File: config.mk
export PLATFORM = sky130hd
export DESIGN_NAME = ram_responder
export DESIGN_NICKNAME = d
export VERILOG_FILES = /design/src/rtl/ram_proto_pkg.sv /design/src/rtl/ram_array.sv /design/src/rtl/ram_responder.sv
export SDC_FILE = /design/constraint.sdc
export NUM_CORES = 1
export LEC_CHECK = 0
export CAP_MARGIN = 20
export CORE_UTILIZATION = 63
export CTS_BUF_LIST = sky130_fd_sc_hd__clkbuf_4 sky130_fd_sc_hd__clkbuf_8
export DETAILED_ROUTE_END_ITERATION = 6
export PLACE_DENSITY_LB_ADDON = 0.1
export REMOVE_ABC_BUFFERS = 1
export SLEW_MARGIN = 25
export SYNTH_ARGS = -nofsm -noshare
export SYNTH_HDL_FRONTEND = slang
export SYNTH_SLANG_ARGS = --single-unit
export TNS_END_PERCENT = 5
File: constraint.sdc
create_clock -name clk -period 5.3 [get_ports clk]
set_input_delay 0.53 -clock clk [delete_from_list [all_inputs] [get_ports clk]]
set_output_delay 0.53 -clock clk [all_outputs]
set_load 0.03 [all_outputs]
File: src/rtl/ram_proto_pkg.sv
// Protocol definitions shared by the read_write_ram initiator and ram_responder.
package ram_proto_pkg;

  typedef enum logic [1:0] {
    IDLE = 2'd0,
    WAIT = 2'd1,
    RESP = 2'd2
  } state_t;

  localparam int DEF_WIDTH      = 32;
  localparam int DEF_ADDR_WIDTH = 4;

  localparam int LAT_MIN = 1;
  localparam int LAT_MAX = 15;
  localparam int CNT_W   = 4;

endpackage

File: src/rtl/ram_array.sv
// Single-port synchronous storage with write enable and registered read; no reset.
module ram_array #(
  parameter int WIDTH      = 32,
  parameter int DEPTH      = 16,
  parameter int ADDR_WIDTH = 4
) (
  input  logic                  clk,
  input  logic                  we,
  input  logic                  re,
  input  logic [ADDR_WIDTH-1:0] addr,
  input  logic [WIDTH-1:0]      wdata,
  output logic [WIDTH-1:0]      rdata
);

  logic [WIDTH-1:0] mem [DEPTH];

  always_ff @(posedge clk) begin
    if (we) mem[addr] <= wdata;
    if (re) rdata <= mem[addr];
  end

endmodule

File: src/rtl/ram_responder.sv
// Memory-side responder: one outstanding request, fixed latency, response held until taken.
module ram_responder
  import ram_proto_pkg::*;
#(
  parameter int WIDTH      = DEF_WIDTH,
  parameter int DEPTH      = 16,
  parameter int ADDR_WIDTH = DEF_ADDR_WIDTH,
  parameter int LATENCY    = 2
) (
  input  logic                  clk,
  input  logic                  rst,
  input  logic                  req_valid,
  output logic                  req_ready,
  input  logic                  req_we,
  input  logic [ADDR_WIDTH-1:0] req_addr,
  input  logic [WIDTH-1:0]      req_wdata,
  output logic                  resp_valid,
  input  logic                  resp_ready,
  output logic [WIDTH-1:0]      resp_rdata,
  output logic                  resp_err,
  output logic                  busy
);

  localparam logic [ADDR_WIDTH:0] DEPTH_W = (ADDR_WIDTH+1)'(DEPTH);

  state_t           state;
  logic [CNT_W-1:0] cnt;
  logic             rd_ok;
  logic             in_range;
  logic             accept;
  logic [WIDTH-1:0] mem_q;

  // Full-width compare so addresses past DEPTH never alias onto real words.
  assign in_range  = {1'b0, req_addr} < DEPTH_W;
  assign req_ready = rst && (state == IDLE);
  assign accept    = req_valid && req_ready;

  ram_array #(
    .WIDTH      (WIDTH),
    .DEPTH      (DEPTH),
    .ADDR_WIDTH (ADDR_WIDTH)
  ) u_mem (
    .clk   (clk),
    .we    (accept && req_we && in_range),
    .re    (accept && !req_we && in_range),
    .addr  (req_addr),
    .wdata (req_wdata),
    .rdata (mem_q)
  );

  // Array output only updates on read acceptance, so it is stable throughout RESP.
  assign resp_rdata = rd_ok ? mem_q : '0;

  always_ff @(posedge clk or negedge rst) begin
    if (!rst) begin
      state      <= IDLE;
      cnt        <= '0;
      rd_ok      <= 1'b0;
      resp_valid <= 1'b0;
      resp_err   <= 1'b0;
      busy       <= 1'b0;
    end else begin
      case (state)
        IDLE: begin
          if (req_valid) begin
            rd_ok    <= !req_we && in_range;
            resp_err <= !in_range;
            cnt      <= CNT_W'(LATENCY - 1);
            busy     <= 1'b1;
            if (LATENCY == 1) begin
              state      <= RESP;
              resp_valid <= 1'b1;
            end else begin
              state <= WAIT;
            end
          end
        end
        WAIT: begin
          cnt <= cnt - CNT_W'(1);
          if (cnt == CNT_W'(1)) begin
            state      <= RESP;
            resp_valid <= 1'b1;
          end
        end
        RESP: begin
          if (resp_ready) begin
            state      <= IDLE;
            rd_ok      <= 1'b0;
            resp_valid <= 1'b0;
            resp_err   <= 1'b0;
            busy       <= 1'b0;
          end
        end
        default: begin
          state      <= IDLE;
          resp_valid <= 1'b0;
          busy       <= 1'b0;
        end
      endcase
    end
  end

endmodule
==> results of run 1 <==
==> power by group <==
| group | internal (W) | switching [W] | leakage, nW |
|---|---|---|---|
| Sequential | 0.00488 | 0.0000766 | 5.00 |
| Clock | 0.00175 | 0.00156 | 0.830 |
| Combinational | 0.000367 | 0.000501 | 1.79 |
==> logic make-up after synthesis <==
kind of cell,after synthesis
other,1
AND/OR/NAND/NOR,105
multiplexers,131
buffers and inverters,57
adder cells (fa/ha/maj),2
AO/OA/AOI/OAI,77
flip-flops,553
==> per-layer routing <==
layer	wire length [um]	up-vias	track usage (%)
met3	2640	87	5.08
met5	0	-	0
met1	17200	5176	36.9
met4	1050	0	8.40
met2	21300	413	42.5
li1	-	4173	-
==> per-stage QoR <==
step / setup WS [ns] / instances / cell area, um^2 / utilization [%] / total power [W]
4_1_cts: 1.92 / 1567 / 24000 / 73.6 / 0.00921
3_5_place_dp: 1.78 / 1417 / 22400 / 68.8 / 0.00593
6_report: 2.05 / 1567 / 24000 / 73.6 / 0.00913
5_1_grt: 1.91 / 1567 / 24000 / 73.6 / 0.00945
3_3_place_gp: 1.77 / 1407 / 22200 / 68.1 / 0.00590
2_1_floorplan: 1.60 / 874 / 20600 / - / 0.00548
==> final cells by class <==
cell class,instances,area (um^2)
repair buffers,101,1110
clock inverters,44,249
fillers,1858,8600
flip-flops and latches,553,16600
inverters,5,18.8
multi-input cells,316,4190
clock buffers,106,1330
well taps,442,553
==> worst reg2reg max path, delay by kind of cell, from the launching register on <==
family,cells,cell delay [ns]
AND/OR/NAND/NOR,3,1.48
flip-flops,1,0.53
buffers and inverters,1,0.42
==> state kept, by name, indices dropped and copies added (netlist names) <==
register / count
u_mem.rdata: 32
u_mem.mem: 512
state: 2
cnt: 4
busy: 1
rd_ok: 1
resp_valid: 1
==> cells in the mapped netlist, types with 2 or more instances <==
cell type,instances,area [um^2]
a21oi_1,3,15.0
a22o_1,2,17.5
a22oi_1,65,488
and2_1,33,206
buf_2,8,40.0
buf_4,3,22.5
buf_6,8,90.1
clkbuf_1,33,124
dfrtp_1,9,225
edfxtp_1,544,16300
ha_1,2,25.0
inv_1,5,18.8
mux2_2,2,22.5
mux4_2,128,2880
nand2_1,36,135
nand2b_1,3,18.8
nand4b_1,2,17.5
nor2_1,17,63.8
nor2b_1,3,18.8
nor3_1,6,30.0
nor3b_1,2,15.0
o21ai_0,3,15.0
==> placed cells by master, fill, tap and decap left out, types with 2 or more instances in the layout <==
cell,instances
a22o_1,2
nor3_2,4
clkbuf_8,87
edfxtp_1,544
nand2_1,36
clkinvlp_4,2
buf_12,7
o21ai_0,3
a21oi_1,3
nor2b_4,3
clkdlybuf4s50_1,73
ha_1,2
and2_1,32
clkinv_2,9
inv_1,5
clkbuf_4,20
mux4_2,128
clkinv_1,29
nor3b_1,2
a22oi_1,65
nand2b_1,3
nor2_1,4
buf_4,16
mux2_2,2
nand4b_1,2
bufinv_16,2
nor3_1,2
dfrtp_1,9
buf_16,4
nor2_4,13
==> worst max path at each step <==
stage / end / slack [ns] / depth (start not counted)
finish: resp_rdata[28] / 2.05 / 3
global route: resp_rdata[28] / 1.91 / 3
CTS: resp_rdata[28] / 1.92 / 3
detailed placement: u_mem.mem[15][14] / 1.78 / 5
global placement: u_mem.mem[12][1] / 1.77 / 4
floorplan: u_mem.mem[0][0] / 1.60 / 3
==> metrics, run 1 <==
unrepaired setup endpoints after global routing=no; Mapped Area=20,900 um^2; hold buffer count at CTS=0; DRT iter0 DRCs=between 900 and 1,000; pin count of the biggest net entering global routing=66; Final Hold Fails=0; GRT Overall Usage=a little over a quarter; IO buf count=75; Via density=between 6 and 7; area share of and/or/nand/nor cells after synthesis=under 10%; Resized Gates After CTS=0; Post-Syn Instances=roughly 900; Reg2Reg Launch Point=state[0]; crit path capture type=output pin; antenna cells=0; Pleak=~7.6 nW; DR WL/cell=around 27 um; Final Slew Violations=0; fmax=307 MHz; CP arrival=between 2 and 3 ns; final wirelength=~42 mm; Final HPWL DP=between 20 and 25 mm; Post-synth EDFFs=between 500 and 600; crit path time final=3.25 ns; grt ovf=0; initial antenna violation count=0; setup TNS=0 ns; share of post-route cells with drive strength above 1=a little over a quarter; Setup Skew=about 0.025 ns; Worst Setup SP=rd_ok; CTS buffer count=just over 80; Die H=184 um; Critical R2R Capture=u_mem.mem[13][0]; compound-gate portion of the synthesized area=around 2.7%; prevailing post-synth register cell=edfxtp_1; biggest cell delay along the critical path=around 0.84 ns; largest family of logic cells by synthesized area=multiplexers; Die X-Extent=around 180 um; first-pass GRT wire length=roughly 63 mm; r2r setup slk=around 2.5 ns; number of H-tree levels=3; Slew HR=a little under a third; clk slew on worst S/H paths=approximately 0.06 ns; final worst-path cycle share=between 60% and 70%; mux cell area share after synthesis=13.9%; post-synthesis adder-cell area fraction=less than 1%; Setup Viol. Count Final=0; CTS root buffer=clkbuf_8; Initial Util=64.1%; pwr dens=about 380 nW/um^2; die area=roughly 34,000 um^2; sequential fraction of the synthesis area=79.2%; Cell Chain, Critical Path=buf_4 > and2_1 > clkdlybuf4s50_1; Worst R2R Path Depth=4; worst endpoint required time=4.77 ns; DRC Markers=0; Max Cap Viol=0; asr flop ratio synth=under 10%; Skew-Pair Late Insertion Delay=0.60 ns; GP Congestion=roughly 0.75; critical path's top delay family=buffers and inverters; Worst IR Drop VDD=around 0.00027 V; core area=roughly 33,000 um^2; Worst Hold Class=input pin to async pin; TritonCTS clock tree=done; Layout Area Growth over Synthesis=14.9%; Antenna Violating Nets Remaining=0; Critical Path Fanout Max=19; Top Ports=77; Final Net Count=~1,100; drt pass-1 iters=5; DR vias=about 9,800; Mean Syn Cell Area=around 23 um^2; Ys Warns=0; status=complete, no violations; clock sink count=553; final hold slack=roughly 0.24 ns; crit start category=register; Slowest-stage cell, CP=dfrtp_1; post-synthesis xor/xnor area fraction=0%; Post-CTS Setup Inserts=0; worst slew pin tran=1.04 ns; #FFs+latches synth=553; Max Buffers Root-to-Sink=3; Rows=66; Critical path buffers and inverters=2; vias in the first global route=between 10,000 and 15,000; Yosys cell types=31; Setup Crit Path Kind=register to output pin
(Power assumes the default switching activity.)
==> run 2, diff against run 1 <==
--- a/config.mk
+++ b/config.mk
@@ -6,7 +6,7 @@
 export NUM_CORES = 1
 export LEC_CHECK = 0
 export CAP_MARGIN = 20
-export CORE_UTILIZATION = 63
+export CORE_UTILIZATION = 57
 export CTS_BUF_LIST = sky130_fd_sc_hd__clkbuf_4 sky130_fd_sc_hd__clkbuf_8
 export DETAILED_ROUTE_END_ITERATION = 6
 export PLACE_DENSITY_LB_ADDON = 0.1
==> constraint.sdc (replaced) <==
create_clock -name clk -period 2.9 [get_ports clk]
set_input_delay 0.29 -clock clk [delete_from_list [all_inputs] [get_ports clk]]
set_output_delay 0.29 -clock clk [all_outputs]
set_load 0.03 [all_outputs]
==> metrics, run 2 (synthesis gave the netlist of run 1 again) <==
unrepaired setup endpoints after global routing=no; largest registers=u_mem.mem x512, u_mem.rdata x32, cnt x4; DRC Markers=6; combinational share of power=9.7%; Initial Util=between 50% and 60%; internal power=about 0.013 W; Worst R2R Path Depth=4; fillers=between 2,000 and 2,500; most frequent cells in the layout=edfxtp_1, mux4_2, clkbuf_8; DR vias=approximately 10,000; Final HPWL DP=around 23 mm; Setup Crit Path Kind=input pin to output pin; Hold Startpoint=resp_ready; max reg flops=512; share of post-route cells with drive strength above 1=roughly 30%; Max Buffers Root-to-Sink=3; clock sink count=between 500 and 600; Sw Pwr=roughly 0.0038 W; antenna cells=0; Flop pwr share=~53%; pin count of the biggest net entering global routing=64; Setup Skew=about 0.023 ns; Slowest-stage cell, CP=clkdlybuf4s50_1; Worst Hold Class=input pin to register; pwr dens=693 nW/um^2; Antenna Violating Nets Remaining=0; Max Cap Viol=0; number of H-tree levels=3; final wirelength=41.9 mm; most frequent CP cell=clkdlybuf4s50_1; violated checks=DRC; r2r setup slk=roughly 0.47 ns; Rows=69; Post-CTS Setup Inserts=0; critical path's top delay family=buffers and inverters; IO buf count=75; clk slew on worst S/H paths=~0.060 ns; Reg2Reg Launch Point=state[0]; Worst IR Drop VDD=between 0.0004 and 0.0005 V; Skew-Pair Late Insertion Delay=about 0.62 ns; final hold slack=around 0.38 ns; Final Hold Fails=0; Critical Path Fanout Max=10; initial antenna violation count=1; crit path capture type=output pin; Top reg by flops=u_mem.mem; Via density=between 6 and 7; CP arrival=2.39 ns; clock power share=a little under two fifths; CTS buffer count=86; switching share of power=between 20% and 30%; Cell Chain, Critical Path=dlygate4sd3_1 > clkdlybuf4s50_1 > buf_4 > nor3b_1 > clkdlybuf4s50_1; core area=35,800 um^2; fmax=roughly 370 MHz; Placed Area=around 23,000 um^2; Slew HR=between 30% and 40%; grt ovf=0; biggest cell delay along the critical path=between 0.6 and 0.7 ns; worst endpoint required time=2.61 ns; GP Congestion=roughly 0.74; crit start category=input pin; Final Slew Violations=0; Die H=roughly 190 um; GRT Overall Usage=between 20% and 30%; design area=24,300 um^2; Final Net Count=~1,100; vias in the first global route=approximately 10,000; hold path endpoint=resp_valid; Setup Viol. Count Final=0; Layout Area Growth over Synthesis=16.5%; drt pass-1 iters=7; die area=between 30,000 and 40,000 um^2; hold buffer count at CTS=1; crit path time final=2.68 ns; Die X-Extent=~190 um; first-pass GRT wire length=about 63 mm; Critical path buffers and inverters=4; Pleak=a little under 8 nW; Resized Gates After CTS=0; DR WL/cell=between 20 and 30 um; Top Ports=77; post-layout util=around 68%; Critical R2R Capture=u_mem.mem[0][12]; hold path depth=4; TritonCTS clock tree=done; setup TNS=0 ns; worst slew pin tran=between 1 and 1.5 ns; final worst-path cycle share=approximately 92%; status=finished with violations; CTS root buffer=clkbuf_8; DRT iter0 DRCs=about 960; commonest non-fill, non-tap cell in the layout=edfxtp_1
[run 2: changes by cell type in the layout (fill, tap and decap cells not counted), sizes merged]
| cell | previous run | this run |
|---|---|---|
| buf | 27 | 50 |
| clkinv | 38 | 16 |
| clkbuf | 107 | 124 |
| clkinvlp | 2 | 3 |
| dlygate4sd3 | 0 | 1 |
| inv | 7 | 6 |
[run 2: metal layers]
metal / routed length (um) / up-vias / global-route usage (%)
li1: - / 4215 / -
met1: 18300 / 5178 / 34.1
met2: 20400 / 349 / 36.2
met3: 2610 / 61 / 4.74
met4: 617 / 0 / 6.28
met5: 0 / - / 0
[run 2: per-stage QoR]
stage               setup WS, ns  cells  total power (W)
detailed placement         0.313   1459           0.0108
global route              0.0904   1605           0.0174
global placement           0.331   1459           0.0108
CTS                        0.223   1605           0.0170
floorplan                 -0.804    874           0.0100
finish                     0.223   1605           0.0169
[run 2: final cells by class]
class | count | area [um^2] | share of cell area (%)
Sequential cell | 553 | 16600 | 68.0
Tap cell | 461 | 577 | 2.37
Multi-Input combinational cell | 316 | 4190 | 17.2
Timing Repair Buffer | 125 | 1360 | 5.58
Clock buffer | 123 | 1480 | 6.08
Clock inverter | 22 | 161 | 0.663
Inverter | 5 | 18.8 | 0.0771
[run 2: worst max-delay path by stage]
| stage | from | end | slack [ns] | cells after the start |
|---|---|---|---|---|
| after floorplan | state[0] | u_mem.mem[0][0] | -0.80 | 3 |
| after global placement | req_valid | u_mem.mem[0][14] | 0.33 | 5 |
| after detailed placement | req_valid | u_mem.mem[3][27] | 0.31 | 5 |
| after CTS | rst | req_ready | 0.22 | 5 |
| after global routing | rst | req_ready | 0.09 | 5 |
| final | rst | req_ready | 0.22 | 5 |
[run 2: worst min-delay path: stages]
cell,delay [ns]
clkdlybuf4s50_1,0.45
nor2_1,0.10
nand2_1,0.05
o21ai_0,0.06
[run 2: power by group through the flow]
stage	Combinational, W	Clock (W)	Sequential [W]
final	0.00164	0.00621	0.00901
after global routing	0.00176	0.00665	0.00902
after CTS	0.00167	0.00635	0.00901
after detailed placement	0.00166	0	0.00917
after global placement	0.00165	0	0.00917
after floorplan	0.000815	0	0.00920
==> run 3, diff against run 2 <==
--- a/config.mk
+++ b/config.mk
@@ -9,6 +9,7 @@
 export CORE_UTILIZATION = 57
 export CTS_BUF_LIST = sky130_fd_sc_hd__clkbuf_4 sky130_fd_sc_hd__clkbuf_8
 export DETAILED_ROUTE_END_ITERATION = 6
+export GPL_ROUTABILITY_DRIVEN = 0
 export PLACE_DENSITY_LB_ADDON = 0.1
 export REMOVE_ABC_BUFFERS = 1
 export SLEW_MARGIN = 25
==> results of run 3 <==
Same layout as run 2: the final DEF is identical, and so are final timing and power.
